[src/rtl/vga_timing_pkg.sv]
// vga_timing_pkg: default 640x480@60 raster constants and the shared coordinate type
package vga_timing_pkg;
  localparam int H_VISIBLE_D = 640;
  localparam int H_FRONT_D   = 16;
  localparam int H_SYNC_D    = 96;
  localparam int H_BACK_D    = 48;
  localparam int H_TOTAL_D   = H_VISIBLE_D + H_FRONT_D + H_SYNC_D + H_BACK_D;
  localparam int V_VISIBLE_D = 480;
  localparam int V_FRONT_D   = 10;
  localparam int V_SYNC_D    = 2;
  localparam int V_BACK_D    = 33;
  localparam int V_TOTAL_D   = V_VISIBLE_D + V_FRONT_D + V_SYNC_D + V_BACK_D;
  typedef logic [9:0] coord_t;
endpackage

[src/rtl/vga_sync_delay.sv]
// vga_sync_delay: depth-N, 2-bit shift register with clock enable; stages reset to 1 (sync idle)
module vga_sync_delay #(
  parameter int DEPTH = 2
) (
  input  logic       clk_i,
  input  logic       rst_ni,
  input  logic       ce_i,
  input  logic [1:0] d_i,
  output logic [1:0] q_o
);
  if (DEPTH < 1 || DEPTH > 8) begin : g_bad_depth
    $error("vga_sync_delay: DEPTH must be 1..8");
  end
  logic [DEPTH-1:0][1:0] sr_q, sr_d;
  // shift one stage per enabled cycle, newest sample in stage 0
  always_comb begin
    sr_d[0] = d_i;
    for (int i = 1; i < DEPTH; i++) sr_d[i] = sr_q[i-1];
  end
  // stage registers hold while the enable is low
  always_ff @(posedge clk_i or negedge rst_ni) begin
    if (!rst_ni) sr_q <= '1;
    else if (ce_i) sr_q <= sr_d;
  end
  assign q_o = sr_q[DEPTH-1];
endmodule

[src/rtl/vga_timing_gen.sv]
// vga_timing_gen: VGA raster counters with registered blank/sync/frame decode; optional sync delay via VGA_PIPE_DELAY_EN
module vga_timing_gen
  import vga_timing_pkg::*;
#(
  parameter int H_VISIBLE  = H_VISIBLE_D,
  parameter int H_FRONT    = H_FRONT_D,
  parameter int H_SYNC     = H_SYNC_D,
  parameter int H_BACK     = H_BACK_D,
  parameter int V_VISIBLE  = V_VISIBLE_D,
  parameter int V_FRONT    = V_FRONT_D,
  parameter int V_SYNC     = V_SYNC_D,
  parameter int V_BACK     = V_BACK_D,
  parameter int PIPE_DELAY = 2
) (
  input  logic       vga_clk,
  input  logic       reset_n,
  input  logic       pixel_ce,
  output logic [9:0] DrawX,
  output logic [9:0] DrawY,
  output logic       blank,
  output logic       hs,
  output logic       vs,
  output logic       frame_start
);
  localparam int H_TOTAL = H_VISIBLE + H_FRONT + H_SYNC + H_BACK;
  localparam int V_TOTAL = V_VISIBLE + V_FRONT + V_SYNC + V_BACK;
  localparam int H_SS    = H_VISIBLE + H_FRONT;
  localparam int H_SE    = H_SS + H_SYNC;
  localparam int V_SS    = V_VISIBLE + V_FRONT;
  localparam int V_SE    = V_SS + V_SYNC;
  if (H_TOTAL > 1024 || V_TOTAL > 1024) begin : g_bad_total
    $error("vga_timing_gen: H_TOTAL and V_TOTAL must be <= 1024");
  end
  localparam coord_t H_MAX = coord_t'(H_TOTAL - 1);
  localparam coord_t V_MAX = coord_t'(V_TOTAL - 1);
  coord_t x_q, x_d, y_q, y_d;
  logic   blank_q, blank_d, hs_q, hs_d, vs_q, vs_d, fs_q, fs_d;
  // next count and its decode, so outputs register alongside the count they describe
  always_comb begin
    x_d     = (x_q == H_MAX) ? '0 : x_q + coord_t'(1);
    y_d     = (x_q != H_MAX) ? y_q : (y_q == V_MAX) ? '0 : y_q + coord_t'(1);
    blank_d = int'(x_d) < H_VISIBLE && int'(y_d) < V_VISIBLE;
    hs_d    = !(int'(x_d) >= H_SS && int'(x_d) < H_SE);
    vs_d    = !(int'(y_d) >= V_SS && int'(y_d) < V_SE);
    fs_d    = x_d == '0 && y_d == '0;
  end
  // reset parks the raster at the last pixel so the first enabled edge starts a full frame
  always_ff @(posedge vga_clk or negedge reset_n) begin
    if (!reset_n) begin
      x_q     <= H_MAX;
      y_q     <= V_MAX;
      blank_q <= 1'b0;
      hs_q    <= 1'b1;
      vs_q    <= 1'b1;
      fs_q    <= 1'b0;
    end else if (pixel_ce) begin
      x_q     <= x_d;
      y_q     <= y_d;
      blank_q <= blank_d;
      hs_q    <= hs_d;
      vs_q    <= vs_d;
      fs_q    <= fs_d;
    end
  end
  assign DrawX       = x_q;
  assign DrawY       = y_q;
  assign blank       = blank_q;
  assign frame_start = fs_q;
`ifdef VGA_PIPE_DELAY_EN
  logic [1:0] sync_q;
  vga_sync_delay #(.DEPTH(PIPE_DELAY)) u_sync_delay (
    .clk_i (vga_clk),
    .rst_ni(reset_n),
    .ce_i  (pixel_ce),
    .d_i   ({hs_q, vs_q}),
    .q_o   (sync_q)
  );
  assign hs = sync_q[1];
  assign vs = sync_q[0];
`else
  assign hs = hs_q;
  assign vs = vs_q;
`endif
endmodule

[config.mk]
export PLATFORM = sky130hd
export DESIGN_NAME = vga_timing_gen
export DESIGN_NICKNAME = d
export VERILOG_FILES = /design/src/rtl/vga_timing_pkg.sv /design/src/rtl/vga_sync_delay.sv /design/src/rtl/vga_timing_gen.sv
export SDC_FILE = /design/constraint.sdc
export NUM_CORES = 1
export LEC_CHECK = 0
export ABC_AREA = 1
export CAP_MARGIN = 30
export CORE_ASPECT_RATIO = 0.7
export CORE_UTILIZATION = 35
export DETAILED_ROUTE_END_ITERATION = 10
export GPL_TIMING_DRIVEN = 0
export SETUP_SLACK_MARGIN = 0.4
export SYNTH_ARGS = -nofsm -noshare
export SYNTH_HDL_FRONTEND = slang
export SYNTH_HIERARCHICAL = 1
export SYNTH_SLANG_ARGS = --single-unit
[constraint.sdc]
create_clock -name vga_clk -period 2.55 [get_ports vga_clk]
set_input_delay 0.765 -clock vga_clk [delete_from_list [all_inputs] [get_ports vga_clk]]
set_output_delay 0.765 -clock vga_clk [all_outputs]
set_load 0.03 [all_outputs]
==> impl_metrics.json <==
{
  "post-route-period-util_pct": 81.0,
  "drv_slew": 0,
  "holdCritPathClass": "reg -> reg",
  "drtIter0Drc": 83,
  "grtUsageMet3_pct": 3.87,
  "holdWs_ns": 0.486,
  "gr-usage-met1_pct": 29.5,
  "synth_fa_ha_area_share_pct": 2.21,
  "worstSetupPathType": "reg -> out",
  "grt_pass1_wl_mm": 7.34,
  "yosys.area_share.simple_pct": 42.3,
  "ys_seq_area_share_pct": 36.3,
  "hpwl_mm": 3.31,
  "p_total_mw": 1.51,
  "ys_ff_latch": 24,
  "synthFlopType": "dfstp_2",
  "wl_per_cell_um": 12.9,
  "cts_buffers": 3,
  "netlist_instances": 255,
  "clkTransAtPathRegs_ns": 0.09,
  "clock_tree.buffer_depth": 2,
  "max_clock_freq_mhz": 484,
  "clock_skew_ns": 0.00661,
  "route.vias.total": 1671,
  "grt_max_degree": 19,
  "ant_nets": 0,
  "dp_slack_ns": 0.321,
  "cp_top_family": "buffers and inverters",
  "num_antenna_cells": 0,
  "synth_xor_area_share_pct": 1.55,
  "hold_viol_final": 0,
  "synth_edf_count": 0,
  "busiest_layer": "met1",
  "drc": 0,
  "synth_async_sr_flop_share_pct": 100,
  "cts_tree": "built",
  "clk_latency_ns": 0.27,
  "path_cells": "clkdlybuf4s50_1",
  "layout_min_cycle_time_ns": 2.07,
  "power.density_nw_per_um2": 727,
  "fin_util_pct": 46.0,
  "die_y_um": 60.3,
  "fillCellCount": 491,
  "finalSetupViolCount": 0,
  "initial_utilization_pct": 37.7,
  "die_w_um": 85.2,
  "yosysUniqueCellTypes": 31,
  "postSynthAreaPerCell_um2": 6.65,
  "power.leakage_nw": 1.07,
  "die_area_um2": 5130,
  "slew_headroom_pct": 65.1,
  "end_kind": "output port",
  "synthMuxAreaShare_pct": 0,
  "synth-compound-area-share_pct": 7.67,
  "timing.setup.tns_ns": 0,
  "met2_usage_pct": 27.2,
  "pin_count": 27,
  "syn_to_final_growth_pct": 22.2,
  "final_cells": 341,
  "drive_gt1_share_pct": 15.0,
  "htree_levels": 1,
  "grt_pass1_vias": 1452,
  "final.setup.worst_slack_ns": 0.484,
  "status": "completed",
  "first_pass_iters": 4,
  "clockRootBuffer": "clkbuf_8",
  "startpoint_type": "flop",
  "cp.required_ns": 1.79,
  "antenna_found_initial": 0,
  "wirelength_mm": 4.40,
  "crit_slowest_cell": "clkdlybuf4s50_1",
  "fin_area_um2": 2070,
  "row_count": 20,
  "viasPerCell": 4.90,
  "grt_usage_pct": 18.9,
  "dp.cells": 336,
  "maxCapViolations": 0,
  "crit_arrival_ns": 1.30,
  "grt_overflow": 0,
  "gp_congestion": 0.837,
  "yosysTopAreaCell": "nand2_1",
  "cts_sinks": 24,
  "placed_cell_area_um2": 2030,
  "io_buffer_count": 25,
  "crit_buf_inv": 1,
  "nNetsFinal": 293,
  "tightest_slew_ns": 0.524,
  "netlist_area_um2": 1700,
  "cp_max_fo": 2,
  "synth_top_family_by_area": "simple AND/OR/NAND/NOR gates",
  "grt_setup_unrepaired": "no",
  "core_area_um2": 4500,
  "syn_nets": 261,
  "yosysWarnings": 6,
  "vdd.ir_drop.worst_mv": 0.354,
  "cp_slowest_stage_delay_ns": 0.67,
  "synth.top_cell.area_share_pct": 19.9,
  "synth_area_leaders": "nand2_1 (20%), dfstp_2 (19%), dfrtp_1 (18%), nand3_1 (7.1%), inv_1 (6.6%)"
}
[flip-flops by register name (all words and copies together) (netlist names)]
signal,cells
frame_start,1
DrawX,10
DrawY,10
hs,1
blank,1
vs,1
[power by group]
group	internal, mW	switching, mW
Clock	0.138	0.132
Combinational	0.212	0.425
Sequential	0.491	0.109
Total	0.840	0.666
[synth_stat cells, types with 2 or more instances]
master    instances
ha_1              3
dfstp_2          12
nor2_1           22
nand4_1           6
clkbuf_1          4
nor2_4            2
nand3_2           2
nand3_1          24
a21oi_1           2
dfrtp_1          12
nand2_2           2
xor2_1            2
o21ai_0          18
nor2_2            4
inv_1            30
nand2_1          90
inv_2             6
[routing by layer]
| metal | wire length (µm) | part of all wire, % |
|---|---|---|
| met5 | 0 | 0 |
| met1 | 2380 | 54 |
| met4 | 10 | 0.23 |
| met3 | 341 | 7.8 |
| met2 | 1660 | 38 |
[cells by family (layout without fill, tap and decap cells)]
logic type,after synthesis,after routing
flops,24,24
compound gates,24,24
xor+xnor,3,3
buf+inv,43,74
fa+ha+maj,3,3
simple gates,158,158
[cells in the final DEF, fill, tap and decap left out, drive strengths merged, types with 2 or more instances in the layout]
master,instances
nor2,28
clkdlybuf4s50,3
a21oi,3
nand3,27
nand4,7
ha,3
o21ai,18
buf,3
inv,36
dfrtp,12
dlygate4sd2,22
xor2,2
dfstp,12
clkbuf,9
nor3,2
nand2,92
[layout make-up]
cell class | count | area [µm²] | share of cell area (%)
Sequential cell | 24 | 617 | 29.8
Multi-Input combinational cell | 188 | 913 | 44.1
Timing Repair Buffer | 27 | 245 | 11.8
Inverter | 37 | 143 | 6.88
Buffer | 6 | 31.3 | 1.51
Tap cell | 55 | 68.8 | 3.32
Clock buffer | 4 | 55.1 | 2.66
[what timing repair did]
item | in CTS | in global routing
pin swaps | 0 | 1
buffers inserted | 0 | 1
endpoints found under the setup margin | 22 | 4
gates resized for setup | 22 | 4
endpoints found under the hold margin | 0 | 0
hold buffers | 0 | 0
[path summary, 6_finish.rpt]
| check | cells after the start | slack (ns) | from | end |
|---|---|---|---|---|
| max reg2reg | 11 | 0.54 | DrawX[0] | blank |
| min reg2reg | 2 | 0.49 | frame_start | frame_start |
| min in group asynchronous | 1 | 0.76 | reset_n | DrawX[7] |
| min | 2 | 0.49 | frame_start | frame_start |
| max | 1 | 0.48 | blank | blank |
| max in group asynchronous | 2 | 1.28 | reset_n | DrawX[4] |
(Power assumes the default switching activity.)
